$ cat config.mk
export PLATFORM = sky130hd
export DESIGN_NAME = load_aligner
export DESIGN_NICKNAME = d
export VERILOG_FILES = /design/src/rtl/load_aligner.sv
export SDC_FILE = /design/constraint.sdc
export NUM_CORES = 1
export LEC_CHECK = 0
export ABC_AREA = 1
export CAP_MARGIN = 15
export CORE_UTILIZATION = 45
export CTS_CLUSTER_SIZE = 14
export DETAILED_ROUTE_END_ITERATION = 16
export PLACE_DENSITY = 0.8
export SYNTH_ARGS = -nofsm -noshare
export SYNTH_HDL_FRONTEND = slang
export SYNTH_SLANG_ARGS = --single-unit
$ cat constraint.sdc
create_clock -name clk -period 14.5 [get_ports clk]
set_input_delay 2.9 -clock clk [delete_from_list [all_inputs] [get_ports clk]]
set_output_delay 2.9 -clock clk [all_outputs]
set_load 0.05 [all_outputs]
$ cat src/rtl/load_aligner.sv
// Load data aligner: selects, extends and merges a raw memory word into the
// destination register value for byte/half/word/LWL/LWR/LWU/LD loads.
module load_aligner #(
    parameter int DATA_W     = 32,
    parameter bit BIG_ENDIAN = 1'b0,
    parameter int TAG_W      = 5,
    localparam int AW        = $clog2(DATA_W / 8)
) (
    input  logic              clk,
    input  logic              rst,
    input  logic              flush,
    input  logic              in_valid,
    output logic              in_ready,
    input  logic [2:0]        in_op,
    input  logic [AW-1:0]     in_addr,
    input  logic [DATA_W-1:0] in_mem,
    input  logic [DATA_W-1:0] in_old,
    input  logic [TAG_W-1:0]  in_tag,
    output logic              out_valid,
    input  logic              out_ready,
    output logic [DATA_W-1:0] out_data,
    output logic [TAG_W-1:0]  out_tag,
    output logic              out_misalign
);

    localparam logic [2:0] OP_LB  = 3'd0;
    localparam logic [2:0] OP_LBU = 3'd1;
    localparam logic [2:0] OP_LH  = 3'd2;
    localparam logic [2:0] OP_LHU = 3'd3;
    localparam logic [2:0] OP_LW  = 3'd4;
    localparam logic [2:0] OP_LWL = 3'd5;
    localparam logic [2:0] OP_LWR = 3'd6;
    localparam logic [2:0] OP_LD  = 3'd7;

    localparam logic [DATA_W-1:0] LO_WORD = DATA_W'(32'hFFFF_FFFF);

    // Handshake: a transfer happens on a rising edge where valid & ready are
    // both high; valid and its payload hold until that edge, ready may depend
    // combinationally on downstream ready.
    logic [AW-1:0] b;
    logic [2:0]    b3;
    logic          lane;
    logic [7:0]    sel_byte;
    logic [15:0]   sel_half;
    logic [31:0]   sel_word;
    logic          in_ld;
    logic          in_mis;
    logic          s2_free;

    logic              s1_valid;
    logic [2:0]        s1_op;
    logic [1:0]        s1_k;
    logic              s1_mis;
    logic              s1_ld;
    logic [7:0]        s1_byte;
    logic [15:0]       s1_half;
    logic [31:0]       s1_word;
    logic [DATA_W-1:0] s1_mem;
    logic [DATA_W-1:0] s1_old;
    logic [TAG_W-1:0]  s1_tag;

    logic [31:0]       lwl_word;
    logic [31:0]       lwr_word;
    logic [DATA_W-1:0] res;

    assign b        = in_addr ^ {AW{BIG_ENDIAN}};
    assign b3       = 3'(b);
    assign lane     = (DATA_W == 64) ? b3[2] : 1'b0;
    assign sel_byte = 8'(in_mem >> {b, 3'b000});
    assign sel_half = 16'(in_mem >> {b[AW-1:1], 4'b0000});
    assign sel_word = 32'(in_mem >> {lane, 5'b00000});
    assign in_ld    = (DATA_W == 64) && (in_op == OP_LD) && (in_addr == '0);

    always_comb begin
        in_mis = 1'b0;
        case (in_op)
            OP_LH, OP_LHU: in_mis = in_addr[0];
            OP_LW, OP_LD:  in_mis = (in_addr[1:0] != 2'b00);
            default:       in_mis = 1'b0;
        endcase
    end

    assign s2_free  = !out_valid || out_ready;
    assign in_ready = !rst && (!s1_valid || s2_free);

    // LWL shifts the low k+1 memory bytes to the top; LWR shifts the high
    // 4-k bytes to the bottom; the untouched bytes come from the old value.
    always_comb begin
        lwl_word = (s1_word << {~s1_k, 3'b000})
                 | (s1_old[31:0] & (32'h00FF_FFFF >> {s1_k, 3'b000}));
        lwr_word = (s1_word >> {s1_k, 3'b000})
                 | (s1_old[31:0] & ~(32'hFFFF_FFFF >> {s1_k, 3'b000}));
        res = '0;
        case (s1_op)
            OP_LB:   res = DATA_W'($signed(s1_byte));
            OP_LBU:  res = DATA_W'(s1_byte);
            OP_LH:   res = DATA_W'($signed(s1_half));
            OP_LHU:  res = DATA_W'(s1_half);
            OP_LW:   res = DATA_W'($signed(s1_word));
            OP_LWL:  res = DATA_W'($signed(lwl_word));
            OP_LWR:  res = (DATA_W == 64 && s1_k != 2'b00)
                         ? ((s1_old & ~LO_WORD) | DATA_W'(lwr_word))
                         : DATA_W'($signed(lwr_word));
            OP_LD:   res = s1_ld ? s1_mem : DATA_W'(s1_word);
            default: res = '0;
        endcase
        if (s1_mis) begin
            res = '0;
        end
    end

    always_ff @(posedge clk) begin
        if (rst) begin
            s1_valid     <= 1'b0;
            out_valid    <= 1'b0;
            out_data     <= '0;
            out_tag      <= '0;
            out_misalign <= 1'b0;
        end else if (flush) begin
            s1_valid  <= 1'b0;
            out_valid <= 1'b0;
        end else begin
            if (s2_free) begin
                out_valid <= s1_valid;
                if (s1_valid) begin
                    out_data     <= res;
                    out_tag      <= s1_tag;
                    out_misalign <= s1_mis;
                end
            end
            if (in_ready) begin
                s1_valid <= in_valid;
                if (in_valid) begin
                    s1_op   <= in_op;
                    s1_k    <= b3[1:0];
                    s1_mis  <= in_mis;
                    s1_ld   <= in_ld;
                    s1_byte <= sel_byte;
                    s1_half <= sel_half;
                    s1_word <= sel_word;
                    s1_mem  <= in_mem;
                    s1_old  <= in_old;
                    s1_tag  <= in_tag;
                end
            end
        end
    end

endmodule

==> results.sh <==
export IMPL_clock_sinks=139
export IMPL_worst_slew_margin_rel=0.3521
export IMPL_p_per_area_nw_per_um2=109.9
export IMPL_post_cts_resized=0
export IMPL_holdPathStages=2
export IMPL_post_cts_buffers=0
export IMPL_die_x_microns=125.7
export IMPL_swShare=0.2212
export IMPL_crit_path_cell_trace="clkdlybuf4s50_1 > buf_4 > inv_1 > o21ai_0 > inv_1 > clkdlybuf4s50_1"
export IMPL_synthDistinctLibCells=37
export IMPL_hold_class="reg -> reg"
export IMPL_criticalPathCategory="in -> out"
export IMPL_syn_nets=849
export IMPL_overflow=0
export IMPL_drt_initial_drc_count=534
export IMPL_clock_power_share=0.450
export IMPL_ioPinCount=119
export IMPL_grt_antenna_before_repair=0
export IMPL_synth_area_sq_um=6884
export IMPL_maxCapViolations=0
export IMPL_p_seq_frac=0.467
export IMPL_track_usage=0.2422
export IMPL_r2r_cells=8
export IMPL_finalNonFillerCells=1068
export IMPL_dp_cells=1036
export IMPL_area_growth_pct=25.65
export IMPL_num_fill_cells=1267
export IMPL_violations="DRC"
export IMPL_grt_start_max_net_pins=71
export IMPL_fin_crit_sh=0.5333
export IMPL_required_ps=11600
export IMPL_start_util=0.4666
export IMPL_rows=44
export IMPL_syn_inst=770
export IMPL_endpoint_kind="primary output"
export IMPL_holdBufCountCts=0
export IMPL_rsz0062_at_grt="no"
export IMPL_setup_viol=0
export IMPL_critPathSlowestCell="clkdlybuf4s50_1"
export IMPL_die_h_microns=125.7
export IMPL_die_area_sq_um=15800
export IMPL_tns_ps=0
export IMPL_ys_warn_count=0
export IMPL_routabilityCongestion=0.8899
export IMPL_post_route_min_period_ps=7733
export IMPL_firstDrtPassIters=11
export IMPL_clock_latency_ps=430
export IMPL_synth_seq_cells=139
export IMPL_drv_slew=0
export IMPL_nets=950
export IMPL_path_clk_slew_ps=60
export IMPL_internal_power_uw=740.4
export IMPL_cp_max_fo=34
export IMPL_cts_buffers=17
export IMPL_hold_viol_final=0
export IMPL_drive_gt1_frac=0.1018
export IMPL_cts_max_path_buffers=2
export IMPL_synth_area_per_cell_sq_um=8.940
export IMPL_clockRootBuffer="clkbuf_16"
export IMPL_drtAntennaViolNets=0
export IMPL_final_common_cell="nand2_1"
export IMPL_grt_pass1_vias=5524
export IMPL_wl_per_cell_microns=16.63
export IMPL_tightest_slew_ps=968.8
export IMPL_vias=5860
export IMPL_vias_per_cell=5.487
export IMPL_cts_tree="done"
export IMPL_start_kind="input pin"
export IMPL_core_area_sq_um=14750
export IMPL_ys_seq_area_frac=0.5482
export IMPL_drt_total_wl_mm=17.76
export IMPL_fmax_mhz=129.3
export IMPL_drc=10
export IMPL_n_antenna_cell=0
export IMPL_combPwrFrac=0.083
export IMPL_power_leakage_nw=3.266
export IMPL_grt_pass1_wl_mm=29.15
export IMPL_status="finished, violations left"
export IMPL_dp_final_hpwl_mm=12.52
export IMPL_cp_arrival_ps=4830
export IMPL_port_buffers=118
export IMPL_cpPeakStageDelay_ps=700
export IMPL_mostFrequentLayoutCells="258 x nand2_1, 118 x clkdlybuf4s50_1, 108 x nand3_1"
export IMPL_whs_ps=462.3
export IMPL_power_switching_uw=210.2
export IMPL_clock_skew_ps=7.816
export IMPL_htree_levels=4
export IMPL_peakVddDrop_v=0.00009002
critical path: cells and delay by family:
family	cells	cell delay (ps)
AO/OA/AOI/OAI	1	140
buffers and inverters	5	1790
cells in the mapped netlist (all sizes together):
cell	n	area, sq um
nand2	265	1022
nand3	110	568.1
edfxtp	99	2973
nor2	67	321.6
a21oi	50	280.3
dfxtp	40	800.8
buf	32	237.7
inv	32	122.6
o21ai	19	102.6
mux2	16	180.2
clkbuf	8	30.03
nand4	8	50.05
o211ai	7	62.56
a21boi	5	37.54
nor3b	5	42.54
and2	2	12.51
and3	2	12.51
nor3	2	21.27
or2	1	6.260
power by group through the flow:
stage | Combinational [mW] | Sequential, mW | Clock (mW)
2_1_floorplan | 0.0402 | 0.454 | 0
4_1_cts | 0.0785 | 0.444 | 0.433
5_1_grt | 0.0862 | 0.444 | 0.450
3_3_place_gp | 0.0771 | 0.452 | 0
6_report | 0.0788 | 0.444 | 0.428
3_5_place_dp | 0.0781 | 0.452 | 0
kinds of logic after synthesis:
kind of cell    count (synthesis)  synth area share
buf+inv                        72           0.05671
flops                         139            0.5482
compound gates                 81           0.07016
simple gates                  462            0.2988
mux                            16           0.02617
worst paths after layout:
path / startpoint / to / slack [ps]
worst min register to register: out_data[7] / out_data[7] / 460
worst max-delay path: rst / in_ready / 6770
worst max register to register: out_valid / s1_byte[4] / 11820
worst min-delay path: out_data[7] / out_data[7] / 460
final cells by class:
type | instances | area, sq um | area share
clock buffer | 19 | 432.9 | 0.05005
sequential | 139 | 3774 | 0.4363
clock inverter | 13 | 151.4 | 0.01750
inverter | 32 | 122.6 | 0.01418
timing repair buffer | 122 | 1211 | 0.1400
tap | 184 | 230.2 | 0.02662
multi-input combinational | 559 | 2728 | 0.3153
state kept, by name, indices dropped and copies added (netlist names):
register / cells
s1_byte: 8
out_data: 32
s1_half: 16
out_misalign: 1
s1_valid: 1
s1_old: 32
s1_op: 3
s1_tag: 5
s1_mis: 1
s1_k: 2
out_valid: 1
out_tag: 5
s1_mem: 32
metrics by stage:
stage / instance area, sq um / setup WS (ps) / power, mW / utilization
floorplan: 6884 / 6060 / 0.4940 / -
global placement: 8065 / 6783 / 0.5288 / 0.5466
detailed placement: 8065 / 6765 / 0.5300 / 0.5466
CTS: 8650 / 6765 / 0.9549 / 0.5862
global route: 8650 / 6657 / 0.9806 / 0.5862
finish: 8650 / 6767 / 0.9507 / 0.5862
metal layers:
layer | part of all wire | global-route usage
met1 | 0.44 | 0.3409
met5 | 0 | 0
met3 | 0.090 | 0.05183
met2 | 0.43 | 0.3507
met4 | 0.035 | 0.1277
(Power assumes the default switching activity.)
